File: config.mk
export PLATFORM = sky130hd
export DESIGN_NAME = tm1637_arbiter
export DESIGN_NICKNAME = d
export VERILOG_FILES = /design/src/rtl/tm1637_pkg.sv /design/src/rtl/tm1637_arbiter_rr_pick.sv /design/src/rtl/tm1637_arbiter.sv
export SDC_FILE = /design/constraint.sdc
export NUM_CORES = 1
export LEC_CHECK = 0
export ABC_AREA = 1
export CORE_ASPECT_RATIO = 0.8
export CORE_MARGIN = 10
export CORE_UTILIZATION = 30
export DETAILED_ROUTE_END_ITERATION = 6
export PLACE_DENSITY = 0.55
export SLEW_MARGIN = 20
export SYNTH_ARGS = -nofsm -noshare
export SYNTH_HDL_FRONTEND = slang
export SYNTH_HIERARCHICAL = 1
export SYNTH_SLANG_ARGS = --single-unit
File: constraint.sdc
create_clock -name clk -period 1.3 [get_ports clk]
set_input_delay 0.39 -clock clk [delete_from_list [all_inputs] [get_ports clk]]
set_output_delay 0.39 -clock clk [all_outputs]
set_load 0.01 [all_outputs]
File: src/rtl/tm1637_pkg.sv
// Shared types and constants for the tm1637 byte-engine arbiter.
// Command bytes are the ones requesters typically send to start a display update.
package tm1637_pkg;
  localparam int NUM_REQ_DEFAULT = 2;
  localparam int TIMEOUT_DEFAULT = 255;

  localparam logic [7:0] CMD_DATA_MODE  = 8'h40;
  localparam logic [7:0] CMD_ADDR       = 8'hC0;
  localparam logic [7:0] CMD_DISPLAY_ON = 8'h8F;

  typedef enum logic [2:0] {
    IDLE,
    GRANTED,
    ISSUE,
    RELEASE_LATCH,
    WAIT_DONE
  } arb_state_e;
endpackage

File: src/rtl/tm1637_arbiter_rr_pick.sv
// Combinational round-robin picker: first set request after index 'last', wrapping.
module rr_pick #(
  parameter int N = 2
) (
  input  logic [N-1:0] req,
  input  logic [1:0]   last,
  output logic [N-1:0] winner,
  output logic         valid
);
  localparam int IW = (N > 1) ? $clog2(N) : 1;

  int idx;

  always_comb begin
    winner = '0;
    valid  = 1'b0;
    idx    = 0;
    for (int k = 1; k <= N; k++) begin
      idx = (int'(last) + k) % N;
      if (!valid && req[idx[IW-1:0]]) begin
        winner[idx[IW-1:0]] = 1'b1;
        valid               = 1'b1;
      end
    end
  end
endmodule

File: src/rtl/tm1637_arbiter.sv
// Shares one tm1637 byte engine between NUM_REQ requesters, one whole transaction per grant.
// states: IDLE wait req | GRANTED owner may offer byte | ISSUE latch pulse | RELEASE_LATCH busy rises | WAIT_DONE engine busy
module tm1637_arbiter
  import tm1637_pkg::*;
#(
  parameter int NUM_REQ = NUM_REQ_DEFAULT,
  parameter int TIMEOUT = TIMEOUT_DEFAULT
) (
  input  logic                 clk,
  input  logic                 rst,
  input  logic [NUM_REQ-1:0]   req,
  output logic [NUM_REQ-1:0]   gnt,
  input  logic [NUM_REQ-1:0]   byte_valid,
  input  logic [8*NUM_REQ-1:0] byte_data,
  input  logic [NUM_REQ-1:0]   byte_stop,
  output logic [NUM_REQ-1:0]   byte_ready,
  output logic                 abort,
  output logic                 tm_latch,
  output logic [7:0]           tm_byte,
  output logic                 tm_stop_bit,
  input  logic                 tm_busy
);
  localparam int CW = $clog2(TIMEOUT + 1);

  arb_state_e         state_q, state_d;
  logic [NUM_REQ-1:0] gnt_q, gnt_d;
  logic [1:0]         last_q, last_d;
  logic [CW-1:0]      cnt_q, cnt_d;
  logic               latch_q, latch_d;
  logic               ready_q, ready_d;
  logic               abort_q, abort_d;
  logic [7:0]         byte_q, byte_d;
  logic               stop_q, stop_d;

  logic [NUM_REQ-1:0] winner;
  logic               win_valid;
  logic [1:0]         win_idx;
  logic               sel_req, sel_valid, sel_stop;
  logic [7:0]         sel_data;

  rr_pick #(.N(NUM_REQ)) u_rr_pick (
    .req    (req),
    .last   (last_q),
    .winner (winner),
    .valid  (win_valid)
  );

  always_comb begin
    win_idx = last_q;
    for (int i = 0; i < NUM_REQ; i++) begin
      if (winner[i]) win_idx = 2'(i);
    end
  end

  // Only the granted requester's lines are visible to the FSM.
  always_comb begin
    sel_req   = 1'b0;
    sel_valid = 1'b0;
    sel_stop  = 1'b0;
    sel_data  = 8'h00;
    for (int i = 0; i < NUM_REQ; i++) begin
      if (gnt_q[i]) begin
        sel_req   = req[i];
        sel_valid = byte_valid[i];
        sel_stop  = byte_stop[i];
        sel_data  = byte_data[8*i +: 8];
      end
    end
  end

  always_comb begin
    state_d = state_q;
    gnt_d   = gnt_q;
    last_d  = last_q;
    cnt_d   = cnt_q;
    latch_d = 1'b0;
    ready_d = 1'b0;
    abort_d = 1'b0;
    byte_d  = byte_q;
    stop_d  = stop_q;
    case (state_q)
      IDLE: begin
        if (win_valid) begin
          gnt_d   = winner;
          last_d  = win_idx;
          cnt_d   = '0;
          state_d = GRANTED;
        end
      end
      GRANTED: begin
        if (!sel_req) begin
          gnt_d   = '0;
          abort_d = 1'b1;
          state_d = IDLE;
        end else if (sel_valid) begin
          if (!tm_busy) begin
            byte_d  = sel_data;
            stop_d  = sel_stop;
            latch_d = 1'b1;
            ready_d = 1'b1;
            cnt_d   = '0;
            state_d = ISSUE;
          end
        end else if (cnt_q == CW'(TIMEOUT - 1)) begin
          gnt_d   = '0;
          abort_d = 1'b1;
          cnt_d   = '0;
          state_d = IDLE;
        end else begin
          cnt_d = cnt_q + CW'(1);
        end
      end
      ISSUE:         state_d = RELEASE_LATCH;
      RELEASE_LATCH: state_d = WAIT_DONE;
      WAIT_DONE: begin
        if (!tm_busy) begin
          if (stop_q) begin
            gnt_d   = '0;
            state_d = IDLE;
          end else begin
            state_d = GRANTED;
          end
        end
      end
      default: state_d = IDLE;
    endcase
  end

  always_ff @(posedge clk) begin
    if (rst) begin
      state_q <= IDLE;
      gnt_q   <= '0;
      last_q  <= 2'(NUM_REQ - 1);
      cnt_q   <= '0;
      latch_q <= 1'b0;
      ready_q <= 1'b0;
      abort_q <= 1'b0;
      byte_q  <= 8'h00;
      stop_q  <= 1'b0;
    end else begin
      state_q <= state_d;
      gnt_q   <= gnt_d;
      last_q  <= last_d;
      cnt_q   <= cnt_d;
      latch_q <= latch_d;
      ready_q <= ready_d;
      abort_q <= abort_d;
      byte_q  <= byte_d;
      stop_q  <= stop_d;
    end
  end

  assign gnt         = gnt_q;
  assign byte_ready  = {NUM_REQ{ready_q}} & gnt_q;
  assign abort       = abort_q;
  assign tm_latch    = latch_q;
  assign tm_byte     = byte_q;
  assign tm_stop_bit = stop_q;
endmodule

# After elaboration in Yosys (flattened, before gate mapping)
# Index checks and enable logic that the tools add are counted.
[word_totals]
reg_bits = 25
input_bits = 25
output_inout_bits = 15
word_cells = 97
[op_classes]
addsub = 3
magnitude_cmp = 4
n_eq_ne = 14
n_mux = 47
n_bitwise = 6
reduce_logical = 15
[ops]
columns = ["operator", "n"]
rows = [
  ["two-way mux 8 bit", 7],
  ["two-way mux 1 bit", 21],
  ["two-way mux 3 bit", 6],
  ["two-way mux 2 bit", 8],
  ["case mux 8 bit (2 select lines)", 1],
  ["case mux 3 bit (5 select lines)", 1],
  ["AND reduction 4 bit", 3],
  ["!= test 3 bit, second input constant", 3],
  ["adder 8 x 1 -> 8 bit, second input constant", 1],
  ["== test 8 bit, second input constant", 1],
  ["!= test 4 bit, second input constant", 2],
  ["== test 3 x 2 -> 1 bit, second input constant", 2],
  ["!= test 2 bit, second input constant", 3],
  ["case mux 2 bit (3 select lines)", 1],
  ["AND reduction 6 bit", 1],
  ["less-than comparator 1 x 2 -> 1 bit, second input constant", 2],
  ["NOT 1 bit", 4],
  ["nonzero test 2 bit", 2],
  ["OR reduction 4 bit", 1],
  ["== test 3 x 1 -> 1 bit, second input constant", 1],
  ["== test 3 bit, second input constant", 1],
  ["logical AND 1 bit", 3],
  ["logical NOT 3 bit", 1],
  ["AND reduction 3 bit", 1],
  ["9 further kinds", 12],
]

# Depth between registers and ports, before layout
[logic_depth]
depth_word = 10
depth_mapped = 11
depth_no_buf = 11

# Hierarchy
# Netlist, hierarchy kept.
[by_module_without_submodules]
columns = ["module", "instances", "cells_each", "area_per_inst_um2", "seq_area_each_um2"]
rows = [
  ["tm1637_arbiter", 1, 239, 1507.7, 500.5],
  ["rr_pick", 1, 6, 26.3, 0.0],
]

# Worst setup path before layout
# Ideal clock, no wire load.
[synth_timing]
path_kind = "flip-flop to flip-flop"
startpoint = "register gnt_q[1] (netlist: gnt[1])"
endpoint = "register cnt_q[4]"
setup_ns = 0.118
t_arrival_ns = 1.207
required_ns = 1.182
slack_ns = -0.025
stages_incl_launch_ff = 9
n_path_buf = 1
period_less_slack_ns = 1.325
path_cell_list = "dfxtp_1 inv_2 nand3_1 nand2_2 nand2_1 nand2_2 buf_6 o21ai_1 nor2_1"
[synth_between]
elab_chain_cells = 4
elab_cells_between_ends = 8
cone_classes = "eq/ne (2); mux (5); reduce/logical (1)"
[synth_rtl]
columns = ["item", "line_no", "text"]
rows = [
  ["from (decl)", "tm1637_arbiter.sv:26", "logic [NUM_REQ-1:0] gnt_q, gnt_d;"],
  ["from (signal assigned)", "tm1637_arbiter.sv:142", "gnt_q <= gnt_d;"],
  ["two-way mux 1 bit", "tm1637_arbiter.sv:62", "if (gnt_q[i]) begin"],
  ["two-way mux 8 bit", "tm1637_arbiter.sv:95", "end else if (sel_valid) begin"],
  ["two-way mux 8 bit", "tm1637_arbiter.sv:91", "if (!sel_req) begin"],
  ["case mux 8 bit (2 select lines)", "tm1637_arbiter.sv:81", "case (state_q)"],
  ["to (signal assigned)", "tm1637_arbiter.sv:144", "cnt_q <= cnt_d;"],
  ["to (decl)", "tm1637_arbiter.sv:28", "logic [CW-1:0] cnt_q, cnt_d;"],
]
# Several ways; a longest one is shown, not always the timed one. The select of a mux whose other input is x is not followed.
# A chain may end at the register's enable or synchronous reset.

# Worst setup path after layout
[layout_timing]
startpoint = "register gnt_q[1] (netlist: gnt[1])"
endpoint = "register cnt_q[2]"
# Same word-level chain as after synthesis.

==> impl_metrics.xml <==
<?xml version="1.0" encoding="UTF-8"?>
<metrics>
  <group name="status">
    <metric name="status" unit="">finished with violations</metric>
    <metric name="violations" unit="">setup timing</metric>
  </group>
  <group name="clock_network">
    <metric name="clk_pin_slew" unit="ns">0.09</metric>
    <metric name="cts_num_sinks" unit="">25</metric>
    <metric name="cts_tree" unit="">yes</metric>
    <metric name="tritoncts.num_buffers" unit="">3</metric>
    <metric name="ctsRootBufferMaster" unit="">clkbuf_8</metric>
    <metric name="clk_path_buf_depth" unit="">2</metric>
    <metric name="clock_tree.htree_level_count" unit="">1</metric>
    <metric name="clkLatencyLatePin" unit="ns">0.27</metric>
  </group>
  <group name="power_and_ir_drop">
    <metric name="leakage" unit="nW">1.268</metric>
    <metric name="power.ir.vdd_worst" unit="mV">0.4735</metric>
    <metric name="report.power.total" unit="W">0.002244</metric>
    <metric name="power_per_cell_area" unit="nW/um2">798.9</metric>
  </group>
  <group name="sta">
    <metric name="max_clock_freq" unit="MHz">717.4</metric>
    <metric name="unrepaired_setup_endpoints_after_global_routing" unit="">yes</metric>
    <metric name="final-max-slew-violation-count" unit="">0</metric>
    <metric name="report.final.hold_viol_count" unit="">0</metric>
    <metric name="postLayoutSetupSlackWorst" unit="ns">-0.09399</metric>
    <metric name="worst_slew_pin_slew" unit="ns">0.3096</metric>
    <metric name="maxSlewHeadroom" unit="%">79.34</metric>
    <metric name="final.setup.tns" unit="ns">-1.267</metric>
    <metric name="timing.final.setup_violations" unit="">23</metric>
    <metric name="period_needed" unit="ns">1.394</metric>
    <metric name="fin_skew" unit="ns">0.001952</metric>
    <metric name="layout_worst_path_cycle_share" unit="%">107.2</metric>
  </group>
  <group name="worst_setup_path">
    <metric name="worst_ep_arrival_time" unit="ns">1.61</metric>
    <metric name="rrSetupSlack" unit="ns">-0.09</metric>
    <metric name="criticalPathCategory" unit="">flop to flop</metric>
    <metric name="critPathLaunchType" unit="">flop</metric>
    <metric name="timing.critical_path.required" unit="ns">1.51</metric>
    <metric name="path_max_fanout" unit="">5</metric>
    <metric name="cp-end-kind" unit="">flop</metric>
  </group>
  <group name="die">
    <metric name="die_width" unit="um">99.85</metric>
    <metric name="chipHeight" unit="um">83.88</metric>
    <metric name="floorplan.initialDensity" unit="%">30.74</metric>
    <metric name="placementRows" unit="">23</metric>
    <metric name="die_area" unit="um2">8375</metric>
    <metric name="ios" unit="">40</metric>
    <metric name="area_of_the_core" unit="um2">4979</metric>
  </group>
  <group name="cells_and_area">
    <metric name="layout_common_cells" unit="">64 x nand2_1, 38 x buf_4, 22 x nand2_2</metric>
    <metric name="area_growth" unit="%">83.56</metric>
    <metric name="share_of_cells_above_drive_strength_1" unit="%">45.83</metric>
    <metric name="final_common_cell" unit="">nand2_1</metric>
    <metric name="layout.nets" unit="">364</metric>
    <metric name="antennaDiodeCount" unit="">0</metric>
    <metric name="layout.cell_area.non_filler" unit="um2">2809</metric>
  </group>
  <group name="synth">
    <metric name="yosys_warnings" unit="">6</metric>
    <metric name="syn_nets" unit="">271</metric>
    <metric name="syn-cell-area" unit="um2">1530</metric>
    <metric name="syn_area_per_cell" unit="um2">6.271</metric>
    <metric name="synthesis.instances" unit="">244</metric>
  </group>
  <group name="detailed_routing">
    <metric name="number_of_search_and_repair_iterations_in_the_first_detailed_routing_pass" unit="">4</metric>
    <metric name="iteration_0_drc_markers" unit="">134</metric>
    <metric name="routed_via_density" unit="">4.565</metric>
    <metric name="drc" unit="">0</metric>
    <metric name="via_count" unit="">1817</metric>
    <metric name="wirelength" unit="um">5350</metric>
    <metric name="routed_wire_length_per_instance" unit="um">13.44</metric>
    <metric name="detail-route-antenna-nets" unit="">0</metric>
  </group>
  <group name="placed_design">
    <metric name="finalWeightedCongestion" unit="">0.9089</metric>
    <metric name="preCtsSetupSlack" unit="ns">-0.5720</metric>
    <metric name="place.port_buffers" unit="">39</metric>
    <metric name="placement.cell_area" unit="um2">2267</metric>
    <metric name="post-dp-hpwl" unit="um">3703</metric>
  </group>
  <group name="min_path">
    <metric name="timing.hold.worst.class" unit="">flop to flop</metric>
  </group>
  <group name="grt">
    <metric name="number_of_antenna_violations_at_the_first_check_in_global_routing" unit="">0</metric>
    <metric name="first_pass_grt_wire_length" unit="um">8404</metric>
    <metric name="grt-ovfl-total" unit="">0</metric>
    <metric name="via_count_of_the_first_global_routing_pass" unit="">1731</metric>
    <metric name="grt_start_max_net_pins" unit="">14</metric>
    <metric name="globalRouteTotalUtil" unit="%">12.09</metric>
  </group>
  <group name="job">
    <metric name="cap_violations" unit="">0</metric>
  </group>
</metrics>
==> final timing paths <==
path,start,end,cells past startpoint
max,gnt[1],cnt_q[2],9
min,tm_byte[0],tm_byte[0],2
max reg2reg,gnt[1],cnt_q[2],9
min reg2reg,tm_byte[0],tm_byte[0],2
==> per-layer routing <==
metal | share of wire (%) | global-route usage, %
met1 | 47 | 15.94
met2 | 47 | 18.67
met3 | 4.2 | 3.063
met4 | 0.95 | 3.511
met5 | 0 | 0
==> timing repair <==
item / 4_1_cts / 5_1_grt
hold buffers: 0 / 0
gates cloned: 3 / 0
resized for setup: 111 / 54
pin swaps: 29 / 14
setup endpoints to repair: 37 / 36
buffers inserted: 8 / 6
==> area by class of cell <==
class	instances	area, um2
clock buffer	4	45.04
fill	456	2170
timing repair inverter	1	7.507
sequential	25	521.8
timing repair buffer	92	832.0
inverter	32	150.1
tap	62	77.57
multi-input combinational	182	1175
==> sequential cells by signal, indices dropped and copies added (netlist names) <==
name	cells
gnt	2
tm_stop_bit	1
tm_byte	8
abort	1
last_q	1
state_q	3
ready_q	1
cnt_q	8
==> per-stage QoR <==
step	util [%]	std cells	hold WS [ns]
CTS	52.40	393	0.4611
finish	56.42	398	0.4615
global placement	45.54	378	0.4490
detailed placement	45.54	378	0.4506
global route	56.42	398	0.4937
floorplan	-	244	0.4495
==> power by group <==
group          switching (W)  internal [W]  total (W)
Sequential         0.0000301      0.000799   0.000829
Clock               0.000257      0.000220   0.000476
Combinational       0.000483      0.000455   0.000939
==> worst max-delay path, stage by stage, from the launching register on <==
cell,delay (ns)
dfxtp_4,0.37
buf_6,0.13
inv_8,0.05
o21ai_4,0.22
nand2_4,0.08
nor2_4,0.17
nand2_1,0.08
nand2_1,0.07
nand2_1,0.05
nor2_2,0.10
No activity file was read; power rests on OpenSTA's default activity.
